### src/rtl/ifu_fetch_pkg.sv
// ============================================================================
// Module  : ifu_fetch_pkg
// Brief   : Shared widths, FSM encodings and constants for the fetch unit.
// Revision: 1.0 - initial release
// ============================================================================
`default_nettype none

package ifu_fetch_pkg;

    localparam int CPU_WIDTH = 32;
    localparam int INS_WIDTH = 32;

    localparam logic [1:0] IFU_ST_REQ  = 2'd0;
    localparam logic [1:0] IFU_ST_WAIT = 2'd1;
    localparam logic [1:0] IFU_ST_HOLD = 2'd2;

    localparam logic [CPU_WIDTH-1:0] DEFAULT_RESET_PC = 32'h8000_0000;
    localparam logic [INS_WIDTH-1:0] INST_NOP         = 32'h0000_0013;

    function automatic logic [CPU_WIDTH-1:0] align_word(input logic [CPU_WIDTH-1:0] addr);
        return {addr[CPU_WIDTH-1:2], 2'b00};
    endfunction

endpackage

`default_nettype wire

### src/rtl/ifu_pc_gen.sv
// ============================================================================
// Module  : ifu_pc_gen
// Brief   : Architectural PC register with hold / +4 / redirect next-PC mux.
// Revision: 1.0 - initial release
// ============================================================================
`default_nettype none

module ifu_pc_gen
    import ifu_fetch_pkg::*;
#(
    parameter logic [CPU_WIDTH-1:0] RESET_PC = DEFAULT_RESET_PC
) (
    input  logic                 i_clk,
    input  logic                 i_rst,
    input  logic                 i_advance,
    input  logic                 i_redirect,
    input  logic [CPU_WIDTH-1:0] i_redirect_pc,
    output logic [CPU_WIDTH-1:0] o_pc
);

    logic [CPU_WIDTH-1:0] pc_q;
    logic [CPU_WIDTH-1:0] pc_d;

    // Redirect outranks sequential advance; +4 wraps naturally at 2^32.
    always_comb begin
        pc_d = pc_q;
        if (i_redirect) begin
            pc_d = align_word(i_redirect_pc);
        end else if (i_advance) begin
            pc_d = pc_q + 32'd4;
        end
    end

    always_ff @(posedge i_clk or negedge i_rst) begin
        if (!i_rst) begin
            pc_q <= align_word(RESET_PC);
        end else begin
            pc_q <= pc_d;
        end
    end

    assign o_pc = pc_q;

endmodule

`default_nettype wire

### src/rtl/ifu_fetch.sv
// ============================================================================
// Module  : ifu_fetch
// Brief   : Single-outstanding instruction fetch unit feeding the decoder.
// Revision: 1.0 - initial release
// ============================================================================
`default_nettype none

module ifu_fetch
    import ifu_fetch_pkg::*;
#(
    parameter logic [CPU_WIDTH-1:0] RESET_PC = DEFAULT_RESET_PC
) (
    input  logic                 i_clk,
    input  logic                 i_rst,
    output logic                 o_imem_req_valid,
    input  logic                 i_imem_req_ready,
    output logic [CPU_WIDTH-1:0] o_imem_addr,
    input  logic                 i_imem_rsp_valid,
    input  logic [INS_WIDTH-1:0] i_imem_rdata,
    output logic                 o_ifu_valid,
    input  logic                 i_idu_ready,
    output logic [CPU_WIDTH-1:0] o_ifu_pc,
    output logic [INS_WIDTH-1:0] o_ifu_inst,
    input  logic                 i_redirect,
    input  logic [CPU_WIDTH-1:0] i_redirect_pc
);

    logic [1:0]           state_q;
    logic [1:0]           state_d;
    logic                 discard_q;
    logic                 discard_d;
    logic [INS_WIDTH-1:0] inst_q;
    logic [INS_WIDTH-1:0] inst_d;
    logic                 w_advance;
    logic                 w_req_hs;
    logic [CPU_WIDTH-1:0] w_pc;

    ifu_pc_gen #(
        .RESET_PC (RESET_PC)
    ) u_pc_gen (
        .i_clk         (i_clk),
        .i_rst         (i_rst),
        .i_advance     (w_advance),
        .i_redirect    (i_redirect),
        .i_redirect_pc (i_redirect_pc),
        .o_pc          (w_pc)
    );

    // Gating with reset keeps the request low while reset is held.
    assign o_imem_req_valid = (state_q == IFU_ST_REQ) && i_rst;
    assign w_req_hs         = o_imem_req_valid && i_imem_req_ready;
    assign o_imem_addr      = w_pc;

    // A redirect in HOLD squashes the presented instruction in the same cycle.
    assign o_ifu_valid = (state_q == IFU_ST_HOLD) && !i_redirect;
    assign o_ifu_pc    = w_pc;
    assign o_ifu_inst  = inst_q;

    always_comb begin
        state_d   = state_q;
        discard_d = discard_q;
        inst_d    = inst_q;
        w_advance = 1'b0;
        case (state_q)
            IFU_ST_REQ: begin
                if (w_req_hs) begin
                    state_d   = IFU_ST_WAIT;
                    discard_d = i_redirect;
                end
            end
            IFU_ST_WAIT: begin
                if (i_imem_rsp_valid) begin
                    discard_d = 1'b0;
                    if (i_redirect || discard_q) begin
                        state_d = IFU_ST_REQ;
                    end else begin
                        inst_d  = i_imem_rdata;
                        state_d = IFU_ST_HOLD;
                    end
                end else if (i_redirect) begin
                    discard_d = 1'b1;
                end
            end
            IFU_ST_HOLD: begin
                if (i_redirect) begin
                    state_d = IFU_ST_REQ;
                end else if (i_idu_ready) begin
                    state_d   = IFU_ST_REQ;
                    w_advance = 1'b1;
                end
            end
            default: begin
                state_d = IFU_ST_REQ;
            end
        endcase
    end

    always_ff @(posedge i_clk or negedge i_rst) begin
        if (!i_rst) begin
            state_q   <= IFU_ST_REQ;
            discard_q <= 1'b0;
            inst_q    <= INST_NOP;
        end else begin
            state_q   <= state_d;
            discard_q <= discard_d;
            inst_q    <= inst_d;
        end
    end

endmodule

`default_nettype wire

### config.mk
export PLATFORM = sky130hd
export DESIGN_NAME = ifu_fetch
export DESIGN_NICKNAME = d
export VERILOG_FILES = /design/src/rtl/ifu_fetch_pkg.sv /design/src/rtl/ifu_pc_gen.sv /design/src/rtl/ifu_fetch.sv
export SDC_FILE = /design/constraint.sdc
export NUM_CORES = 1
export LEC_CHECK = 0
export CAP_MARGIN = 20
export CORE_UTILIZATION = 29
export DETAILED_ROUTE_END_ITERATION = 7
export HOLD_SLACK_MARGIN = 0.03
export SETUP_SLACK_MARGIN = 0.3
export SYNTH_ARGS = -nofsm -noshare
export SYNTH_HDL_FRONTEND = slang
export SYNTH_HIERARCHICAL = 1
export SYNTH_SLANG_ARGS = --single-unit
### constraint.sdc
create_clock -name i_clk -period 3.9 [get_ports i_clk]
set_clock_uncertainty 0.1 [all_clocks]
set_input_delay 0.78 -clock i_clk [delete_from_list [all_inputs] [get_ports i_clk]]
set_output_delay 0.78 -clock i_clk [all_outputs]
set_load 0.1 [all_outputs]
Yosys cells after proc, flatten, opt, wreduce, memory -nomap -nowiden:

Index checks and enable logic that the tools add are counted.

* register bits: 67
* latch bits: 0
* memory bits (writable): 0
* bits in read-only memories: 0
* output and inout port bits: 98
* memories kept: 0

* $add $sub $neg: 1
* $mul: 0
* divide/modulo/power cells: 0
* $lt $le $gt $ge: 0
* eq/ne operators: 6
* shift-type cells: 0
* multiplexer cells: 15
* bitwise gates (word level): 1
* reduce and logical (&&, ||, !) cells: 11

Operator list (count)
* 32-bit 2-to-1 mux: 2
* 32-bit by 3-bit adder with 32-bit output (second input constant): 1
* 2-bit 2-to-1 mux: 5
* 3-bit AND reduction: 3
* 1-bit 2-to-1 mux: 6
* 3-bit != test (second input constant): 2
* 2-bit one-hot mux with 3 select lines: 1
* 2-bit != test (second input constant): 2
* 2-bit nonzero test: 2
* 1-bit logical AND: 3
* 2-bit by 1-bit equality test with 1-bit output (second input constant): 1
* 2-bit equality test (second input constant): 1
* 2-bit zero test: 1
* 1-bit one-hot mux with 2 select lines: 1
* 1-bit zero test: 1
* 1-bit logical OR: 1
* 1-bit inverter: 1

Longest topological paths before layout:

* word-level depth: 5
* gate-level depth with buffers: 8
* mapped depth without buffers: 7

Modules after synthesis:

Netlist, hierarchy kept.

By module, submodules not included
* ifu_fetch: times used 1, cells each 118, area each 1757.9 µm²
* ifu_pc_gen: times used 1, cells each 192, area each 1730.4 µm²

Worst setup path after synthesis:

Ideal clock, no wire load.

* path type: input-to-reg
* start point: input i_redirect
* end point: register u_pc_gen.pc_q[28], in the netlist u_pc_gen/o_pc[28]
* library setup time: 0.125 ns
* data arrival time: 4.659 ns
* path slack: -0.984 ns
* stages: 7
* cell sequence: nor3b_1 > and2_1 > and3_1 > nand3_1 > nor4_1 > xor2_1 > mux2_2

* cells in the longest elaborated chain, start to end: 3
* elaborated cells on any way between the ends: 4
* those cells by class: mux: 3; reduce/logical: 1

RTL lines
* start: declaration: line ifu_fetch.sv:24 `input logic i_redirect,`
* 1-bit 2-to-1 mux: line ifu_fetch.sv:85 `if (i_redirect) begin`
* 1-bit 2-to-1 mux: line ifu_fetch.sv:64 `case (state_q)`
* net w_advance: line ifu_fetch.sv:34 `logic w_advance;`
* 2-bit nonzero test (no source line)
* end signal: assignment: line ifu_pc_gen.sv:36 `pc_q <= align_word(RESET_PC);`
* end signal: assignment: line ifu_pc_gen.sv:38 `pc_q <= pc_d;`
* end: declaration: line ifu_pc_gen.sv:21 `logic [CPU_WIDTH-1:0] pc_q;`

The timed path passes the listed nets, and every way through them passes these cells.
A chain may end at the register's enable or synchronous reset.

Worst setup path in the final report:

* start point: register u_pc_gen.pc_q[31], in the netlist u_pc_gen/o_pc[31]
* end point: output o_imem_addr[31]

RTL lines
* end: declaration: line ifu_fetch.sv:17 `output logic [CPU_WIDTH-1:0] o_imem_addr,`

No word-level cell between the ends.

==> results.txt <==
- STA classifies the critical path startpoint as a flop.
- 168 I/O pins were placed.
- For this run, the leading register cell type out of synthesis is dfrtp_1.
- Width of the chip: 112 um
- Once detail routing completed, the nets flagged for antenna violations numbered 0.
- Data required time of the critical path: 3.02 ns
- Setup violations remaining at the end of the flow were counted as 0.
- Cell type of the slowest stage on the worst timing path: clkdlybuf4s50_1
* Global route total overflow: 0
- For this run, the post-layout net count is 510.
- Path type of the worst min-delay path: flop to flop
* Tcrit/Tclk final: 74.0%
- The first global-routing pass estimated between 10 and 15 mm of wire.
* Crit-path leading delay family: buffers and inverters
- The number of hold violations in the final report was 0.
* Transition time of the tightest slew-check pin: ~1.0 ns
* Max rail drop VDD: ~0.42 mV
- Insertion delay of the later-clocked pin in the worst-skew pair: 0.32 ns
- Upper clock frequency limit: 346 MHz
- The core region is 11600 um2.
* Violations in the final reports: design-rule violations
* Worst-case headroom to the max-slew limit: 30.5%
* Number of vias after detailed routing: 2602
- Clock tree sinks: 65
- In this run, CTS created clock tree buffers numbering 9.
- From synthesis to final layout, the design area changed by 52.2%.
* Ys Warns: 6
- Counting the fill cells in the layout gives 1119.
- Pin count of the biggest net entering global routing: around 70
- Wires add up to 8.42 mm.
* Largest stage delay on the critical path: between 1 and 1.5 ns
- Post-DP HPWL: between 6 and 7 mm
- Clock Pin Slew Worst Setup and Hold Paths: 0.06 ns
- In this run, placement finished with an instance count of 571.
- Data arrives at the worst endpoint at around 2 ns.
* Leakage power of the design: approximately 2.2 nW
* Ant diodes: 0
* Post-layout power: approximately 0.0045 W
- In the routed design, unresolved DRC markers number 9.
* Total die area: 12500 um2
- The critical path starts at u_pc_gen/o_pc[31].
* Top area cells in the synthesized netlist: dfrtp_1 44%, mux2_4 12%, buf_4 7.5%, xnor2_1 5.3%, nand2_1 4.7%
* Initial DRC count: 111
* PwrDens: 856 nW/um2
- At the placement stage, the worst setup path has a slack of roughly 0.75 ns.
- The congestion estimate from routability-driven global placement came to 0.725.
- Vertical die dimension: 112 um
- After synthesis the netlist holds a flip-flop and latch count of 65.
- Maximum fanout along the worst path: 3
- In this run the number of H-tree levels came out at 3.
- Across all setup checks in the final design, the least slack found is 1.01 ns.
- Crit Path Category: flop to primary output
- Worst Hold Launch: o_ifu_inst[18]
- Counting flops with an async set or reset pin after synthesis yields a share of 100%.
* Post-CTS setup buffer count: 0
* Via count of the first global-routing pass: 2651
- TritonRoute pass-1 iters: 6
* CTS tree: yes
- Clock tree synthesis selected as its root buffer the cell clkbuf_16.
- Critical R2R Launch: state_q[0]
- Number of buffers and inverters on the critical path: 1
- Average wire per cell in the routed design: 14.3 um
- Area share of the leading cell type in the synthesized netlist: 43.8%
- Maxcap violations: 0
- Dividing the detail-routed via count by the number of cells gives 4.43.
- The number of gates resized after CTS was 0.
- Setup total negative slack: 0 ns
- In this run the cell area of the synthesized design comes to 3490 um2.
- Post-synth EDFFs: 0
- Count of buffers from port buffering: 161
- The floorplan has 39 rows.
- Share of the yosys chip area belonging to registers: 46.8%
* Number of antenna violations at the first check in global routing: 0
- Cells along the critical path: clkdlybuf4s50_1
- Time the worst path needs with I/O delays and setup: 2.89 ns
- Clock Tree Buf Depth: 2
- For this configuration, the core starts out at a cell density of slightly above 30%.
- Per-instance average area after synthesis: approximately 11 um2
* Run status: complete, but fails checks
* Type of element capturing the critical path: primary output
- Final max-slew violation count: 0
- Total global routing track utilization: 13.9%
- Final design utilization: between 40% and 50%
* Yosys top cell by area: dfrtp_1
- Buffers inserted to repair hold after CTS numbered 0.
- Post-synth cell types: 39
* Cell count after synthesis: 310
* Ratio of cells with drive above 1 in the final layout: 16.9%
- RSZ-0062 raised after global routing: no
- The count of cells in the finished layout, fillers not included, comes to 587.
==> flip-flops by register name, summed over array words and instances, names as in the netlist <==
signal / count
state_q: 2
u_pc_gen/o_pc: 30
discard_q: 1
o_ifu_inst: 32
==> cells in the mapped netlist, types with 3 or more instances <==
cell type and instances:
buf_12 3, xor2_1 8, dfrtp_1 61, dfstp_2 4, nor4_1 3, nor3_1 7
or3_1 3, mux2_4 29, mux2_2 5, nand4_1 3, o21ai_1 5, clkbuf_1 6
inv_1 5, nor4_4 3, nand3_1 7, nand2_1 44, and3_1 5, nor2_1 8
o21ai_0 24, xnor2_1 21, buf_4 35
==> power breakdown <==
| group | switching [W] | internal, W | total, W |
|---|---|---|---|
| Sequential | 0.000137 | 0.000879 | 0.00102 |
| Clock | 0.000306 | 0.000710 | 0.00102 |
| Combinational | 0.00186 | 0.000647 | 0.00251 |
==> path summary, 6_finish.rpt <==
check / cells past startpoint / slack [ns] / to
min in group asynchronous: 2 / 0.56 / o_ifu_inst[9]
max in group asynchronous: 2 / 2.57 / u_pc_gen/o_pc[26]
hold reg to reg: 1 / 0.40 / o_ifu_inst[18]
setup reg to reg: 7 / 1.30 / u_pc_gen/o_pc[28]
setup / recovery: 1 / 1.01 / o_imem_addr[31]
hold / removal: 1 / 0.40 / o_ifu_inst[18]
==> logic make-up (layout without fill, tap and decap cells) <==
group                      Yosys count  in the layout  synth area share, %
other                                1              2                0.108
buffers and inverters               51            184                 11.1
muxes                               35             35                 14.4
xor gates and xnor gates            29             29                 7.28
AOI/OAI and AO/OA                   33             33                 5.06
and+or+nand+nor                     95             95                 15.0
DFF                                 65             65                 46.8
adders and majority gates            1              1                0.359
==> stage by stage <==
step	instance area, um2	hold WS, ns
floorplan	3510	0.384
global placement	4930	0.389
detailed placement	4930	0.391
CTS	5310	0.406
global route	5310	0.427
finish	5310	0.403
==> placed cells by master (no fill, tap or decap), types with 6 or more instances in the layout <==
master	netlist	layout
nand3_1	7	7
dfrtp_1	61	61
xnor2_1	21	21
xor2_1	8	8
clkbuf_16	0	9
nor3_1	7	7
clkdlybuf4s50_1	0	156
mux2_4	29	29
o21ai_0	24	24
buf_4	35	6
nor2_1	8	8
nand2_1	44	44
==> routing by layer <==
layer / vias to the layer above / GRT usage [%] / share of wire (%)
met5: - / 0 / 0
met4: 0 / 5.50 / 1.6
met3: 9 / 2.72 / 4.7
met2: 79 / 23.6 / 50
met1: 1244 / 17.4 / 43
li1: 1270 / - / -
==> layout make-up <==
cell class	instances	area (um2)	area share, %
repair buffers	163	1610	30.4
inverters	5	18.8	0.354
multi-input cells	195	1490	28.1
clock inverters	6	138	2.59
clock buffers	10	239	4.50
flip-flops and latches	65	1630	30.7
well taps	143	179	3.37
Note: power is estimated with default switching activity, not from simulation.
==> edit 1: new RTL, same settings <==
Set the package constant `INS_WIDTH` to 64 (it was 32).
--- a/src/rtl/ifu_fetch_pkg.sv
+++ b/src/rtl/ifu_fetch_pkg.sv
@@ -8,7 +8,7 @@
 package ifu_fetch_pkg;
 
     localparam int CPU_WIDTH = 32;
-    localparam int INS_WIDTH = 32;
+    localparam int INS_WIDTH = 64;
 
     localparam logic [1:0] IFU_ST_REQ  = 2'd0;
     localparam logic [1:0] IFU_ST_WAIT = 2'd1;
Ports: changed (resized i_imem_rdata and o_ifu_inst); port bits go from 168 to 232. The function was not compared with the original's and may differ.
==> edit 1 against the original RTL <==
Fmax down 0.59%; setup slack worse by 17 ps; design area increased by 36%; cell count rose by 34%; sequential cell count grew 32; routed wire length increased by 45%; synthesized area increased by 35%; die area increased by 35%; largest cell class unchanged; non-clock buffer count grew 65; via count is 32% higher.
Power is left out: the tool's default activity adds up to more than one toggle a clock period on the data nets, which glitch-free logic cannot reach.
==> edit 1: results (changes against the original RTL) <==
Outcome: complete, no violations (was finished, violations left)
Flop2flop setup slack: 1240 ps (was 1300 ps)
Cell count after placement: 773 (was 571)
H-tree depth: 3 (unchanged)
Critical path fanouts, max: 3 (unchanged)
Async set-reset flop share out of synthesis: 1.000 (unchanged)
Synth unique cells: 39 (unchanged)
Clock-pin slew on the worst setup and hold paths: 70 ps
GRT Total Usage: 0.1457 (was 0.1392)
CTS Buf Count: 9 (unchanged)
Clk_lat worst skew: 340 ps (was 320 ps)
Layout cell share with drive strength beyond 1: 0.1850 (was 0.1689)
Slowest stage delay, CP: 1130 ps (about the same)
Reg2reg end: u_pc_gen/o_pc[28] (unchanged)
Global-route wire length before repair: 18,680 µm (was 13,730 µm)
Post-synthesis compound-gate area fraction: 0.03735 (was 0.05057)
Antenna Cells: 0 (unchanged)
Vias after detailed routing: 3,441 (was 2,602)
Post-synthesis adder-cell area fraction: 0.002649 (was 0.003587)
DR iter-0 viols: 148 (was 111)
Total Wirelength: 12,200 µm (was 8422 µm)
RR Startpoint: state_q[0] (unchanged)
Synth area leaders: dfrtp_1 (49%), mux2_4 (16%), buf_4 (5.6%) (was dfrtp_1 (44%), mux2_4 (12%), buf_4 (7.5%))
XOR/XNOR share of the synthesized area: 0.05377 (was 0.07281)
Initial antenna violation count: 0 (unchanged)
Placed cell areas: 6924 µm² (was 4932 µm²)
Wire length per cell: 15.46 µm (was 14.35 µm)
Post-place setup slack: 694.6 ps (was 753.0 ps)
Fill count: 1,482 (was 1,119)
FF-to-FF path depth: 7 (unchanged)
Multiplexer share of the synthesized area: 0.1984 (was 0.1438)
Post-Route M1 WL: 5138 µm (was 3647 µm)
Fin Hold WS: 279.1 ps (was 402.8 ps)
DR pass1 iterations: 4 (was 6)
Synth top cells by count: dfrtp_1 (93), mux2_4 (49), nand2_1 (44) (was dfrtp_1 (61), nand2_1 (44), buf_4 (35))
CP arrival: 2020 ps
I/O Buffers: 225 (was 161)
Met1 Track Usage GR: 0.1758 (was 0.1740)
Post-CTS sizing: 0 (unchanged)
Critical path's slowest cell: clkdlybuf4s50_1 (unchanged)
Warnings from Yosys: 6 (unchanged)
Grt met2 use: 0.2504 (was 0.2356)
Seq/Total Area, Yosys: 0.5150 (was 0.4677)
Nets: 671 (was 510)
CTS max path bufs: 2 (unchanged)
Synth Instances: 377 (was 310)
Pin count of the biggest net entering global routing: 66 (was 69)
DR top layer: met4 (unchanged)
Worst min-delay path category: input pin to asynchronous set/reset pin (was register to register)
Clock Tree Root: clkbuf_16 (unchanged)
Met3 WL: 839 µm (was 396 µm)
Global placer's final weighted congestion: 0.7215 (was 0.7247)
M3 GR Usage: 0.03055 (was 0.02722)
Worst rel slew slack: 0.3161 (was 0.3054)
Max FFs per register: 64 (was 32)
Vias in the first global route: 3,496 (was 2,651)
Post-DP HPWL: 8786 µm (was 6027 µm)
Routed wl met2: 5993 µm (was 4241 µm)
==> edit 1: kinds of logic after synthesis <==
family,Yosys count
flops,97
simple gates,95
mux,67
buf+inv,54
compound gates,33
xor+xnor,29
fa+ha+maj,1
other cells,1
==> edit 1: worst max-delay path by stage <==
stage                       from                 to  slack [ps]
2_1_floorplan         i_redirect  u_pc_gen/o_pc[28]         540
3_3_place_gp         i_idu_ready  u_pc_gen/o_pc[28]         760
3_5_place_dp         i_idu_ready  u_pc_gen/o_pc[28]         690
4_1_cts        u_pc_gen/o_pc[31]       o_ifu_pc[31]         970
5_1_grt              i_idu_ready  u_pc_gen/o_pc[28]         920
6_report       u_pc_gen/o_pc[31]       o_ifu_pc[31]        1000
==> edit 1: final cells by class <==
cell class	count	area, µm²	share of cell area
well taps	216	270.3	0.03736
inverters	5	18.77	0.002595
clock buffers	9	225.2	0.03114
clock inverters	7	83.83	0.01159
flip-flops and latches	97	2432	0.3363
repair buffers	228	2275	0.3145
multi-input cells	227	1928	0.2666
==> edit 2: new RTL, config.mk and constraints unchanged <==
Made on the original files. Reset style: synchronous (`i_rst`), changed in 2 clocked blocks.
--- a/src/rtl/ifu_pc_gen.sv
+++ b/src/rtl/ifu_pc_gen.sv
@@ -31,7 +31,7 @@
         end
     end
 
-    always_ff @(posedge i_clk or negedge i_rst) begin
+    always_ff @(posedge i_clk) begin
         if (!i_rst) begin
             pc_q <= align_word(RESET_PC);
         end else begin
--- a/src/rtl/ifu_fetch.sv
+++ b/src/rtl/ifu_fetch.sv
@@ -95,7 +95,7 @@
         endcase
     end
 
-    always_ff @(posedge i_clk or negedge i_rst) begin
+    always_ff @(posedge i_clk) begin
         if (!i_rst) begin
             state_q   <= IFU_ST_REQ;
             discard_q <= 1'b0;
Check against the original RTL: differs if i_rst is asserted again (counterexample within 4 cycles, from zero or initial values and one cycle with i_rst low); with i_rst held inactive, the same outputs for 10 cycles.
==> edit 2 against the original RTL <==
Synthesized area decreased by 3.9%; routed wire length increased by 7.0%; fmax decreased by 0.61%; cell count increased by 12%; synthesized cell count increased by 25%; sequential cell count unchanged; design area decreased by 3.9%; core utilization increased by 0.33 points; setup slack got worse by 18 ps; via count increased by 18%; die area decreased by 3.8%; critical endpoint is now o_imem_addr[11].
Power is not compared: it rests on default switching activity, and its combinational part moved more than twofold at a synthesized area within 25%.
==> edit 2: results (changes against the original RTL) <==
Clk_lat worst skew: 330 ps
Reg2reg end: u_pc_gen/o_pc[19] (was u_pc_gen/o_pc[28])
Clock Tree Root: clkbuf_16 (unchanged)
Synth unique cells: 38 (was 39)
H-tree depth: 3 (unchanged)
Seq/Total Area, Yosys: 0.3882 (was 0.4677)
VDD IR max: 0.1702 mV
Outcome: complete, no violations (was finished, violations left)
CTS Buf Count: 9 (unchanged)
Nets: 582 (was 510)
Crit path capture: o_imem_addr[11] (was o_imem_addr[31])
Async set-reset flop share out of synthesis: 0 (was 1.000)
Flop2flop setup slack: 1690 ps (was 1300 ps)
GRT Total Usage: 0.1530 (was 0.1392)
CTS max path bufs: 2 (unchanged)
RR Startpoint: state_q[0] (unchanged)
DR pass1 iterations: 4 (was 6)
Slowest stage delay, CP: 1200 ps (was 1130 ps)
Warnings from Yosys: 6 (unchanged)
Antenna Cells: 0 (unchanged)
Pin count of the biggest net entering global routing: 98 (was 69)
Clock-pin slew on the worst setup and hold paths: 50 ps
CP startpoint: u_pc_gen/o_pc[11] (was u_pc_gen/o_pc[31])
Top delay family on crit path: buffers and inverters (unchanged)
Post-CTS sizing: 0 (unchanged)
Max Cap Viol: 0 (unchanged)
Global placer's final weighted congestion: 0.7529 (was 0.7247)
Worst rel slew slack: 0.3122 (was 0.3054)
CP arrival: 2030 ps (was 2010 ps)
Post-DP HPWL: 6386 µm (was 6027 µm)
Vias in the first global route: 2,907 (was 2,651)
Initial antenna violation count: 0 (unchanged)
Predominant post-synthesis flop cell: dfxtp_1 (was dfrtp_1)
I/O Buffers: 161 (unchanged)
FF-to-FF path depth: 7 (unchanged)
Fill count: 1,106 (was 1,119)
Synth area leaders: dfxtp_1 (39%), mux2i_1 (9.9%), nand2_1 (8.4%) (was dfrtp_1 (44%), mux2_4 (12%), buf_4 (7.5%))
Worst min-delay path category: register to register (unchanged)
DR iter-0 viols: 86 (was 111)
Global-route wire length before repair: 13,990 µm (was 13,730 µm)
Synth top cells by count: nand2_1 (75), dfxtp_1 (65), buf_4 (34) (was dfrtp_1 (61), nand2_1 (44), buf_4 (35))
Leakage: 1.858 nW
Layout cell share with drive strength beyond 1: 0.05814 (was 0.1689)
Max FFs per register: 32 (unchanged)
Post-CTS Setup Inserts: 0 (unchanged)
Critical path fanouts, max: 6 (was 3)
Vias after detailed routing: 3,078 (was 2,602)
Total Wirelength: 9008 µm (was 8422 µm)
Critical path's slowest cell: clkdlybuf4s50_1 (unchanged)
[edit 2: area by class of cell]
class | count | area [µm²] | area share
clock inverter | 3 | 15.01 | 0.002944
clock buffer | 13 | 260.3 | 0.05103
tap | 140 | 175.2 | 0.03435
multi-input combinational | 260 | 1659 | 0.3253
sequential | 65 | 1301 | 0.2552
timing repair buffer | 167 | 1659 | 0.3253
inverter | 8 | 30.03 | 0.005888
[edit 2: how the worst min path moves through the flow]
stage	depth (start not counted)	slack (ps)	end	start
final	2	350	o_ifu_inst[16]	o_ifu_inst[16]
after global routing	2	380	o_ifu_inst[5]	o_ifu_inst[5]
after CTS	2	360	o_ifu_inst[28]	o_ifu_inst[28]
after detailed placement	2	350	o_ifu_inst[21]	o_ifu_inst[21]
after global placement	2	340	o_ifu_inst[25]	o_ifu_inst[25]
after floorplan	2	450	state_q[0]	state_q[0]
[edit 2: metal layers]
layer  vias to the layer above  track usage  share of wire
li1                       1528            -              -
met4                         0      0.07143          0.016
met5                         -            0              0
met1                      1413       0.1775           0.42
met2                       128       0.2484           0.47
met3                         9      0.05809          0.097
[edit 2: metrics by stage]
stage	power, mW	utilization	instance area (µm²)	setup slack (ps)	cells
3_3_place_gp	1.409	0.4374	4825	813.7	640
5_1_grt	2.230	0.4623	5100	924.9	656
4_1_cts	2.179	0.4623	5100	974.3	656
3_5_place_dp	1.413	0.4374	4825	804.1	640
2_1_floorplan	1.256	-	3356	929.0	388
6_report	2.147	0.4623	5100	994.7	656
[edit 2: logic make-up (layout without fill, tap and decap cells)]
group,count (synthesis),after routing,share of synthesized area
buffers and inverters,63,191,0.1180
other,1,2,0.001119
AND/OR/NAND/NOR,144,144,0.2214
adder cells (fa/ha/maj),1,1,0.003732
XOR/XNOR,27,27,0.07055
AO/OA/AOI/OAI,53,53,0.09855
multiplexers,33,33,0.09855
flip-flops,65,65,0.3882
[edit 2: where the power goes]
group          internal [mW]  leakage, nW  switching (mW)
Combinational          0.183         1.19           0.476
Clock                  0.462        0.139           0.289
Sequential             0.697        0.533          0.0412
Total                   1.34         1.86           0.806
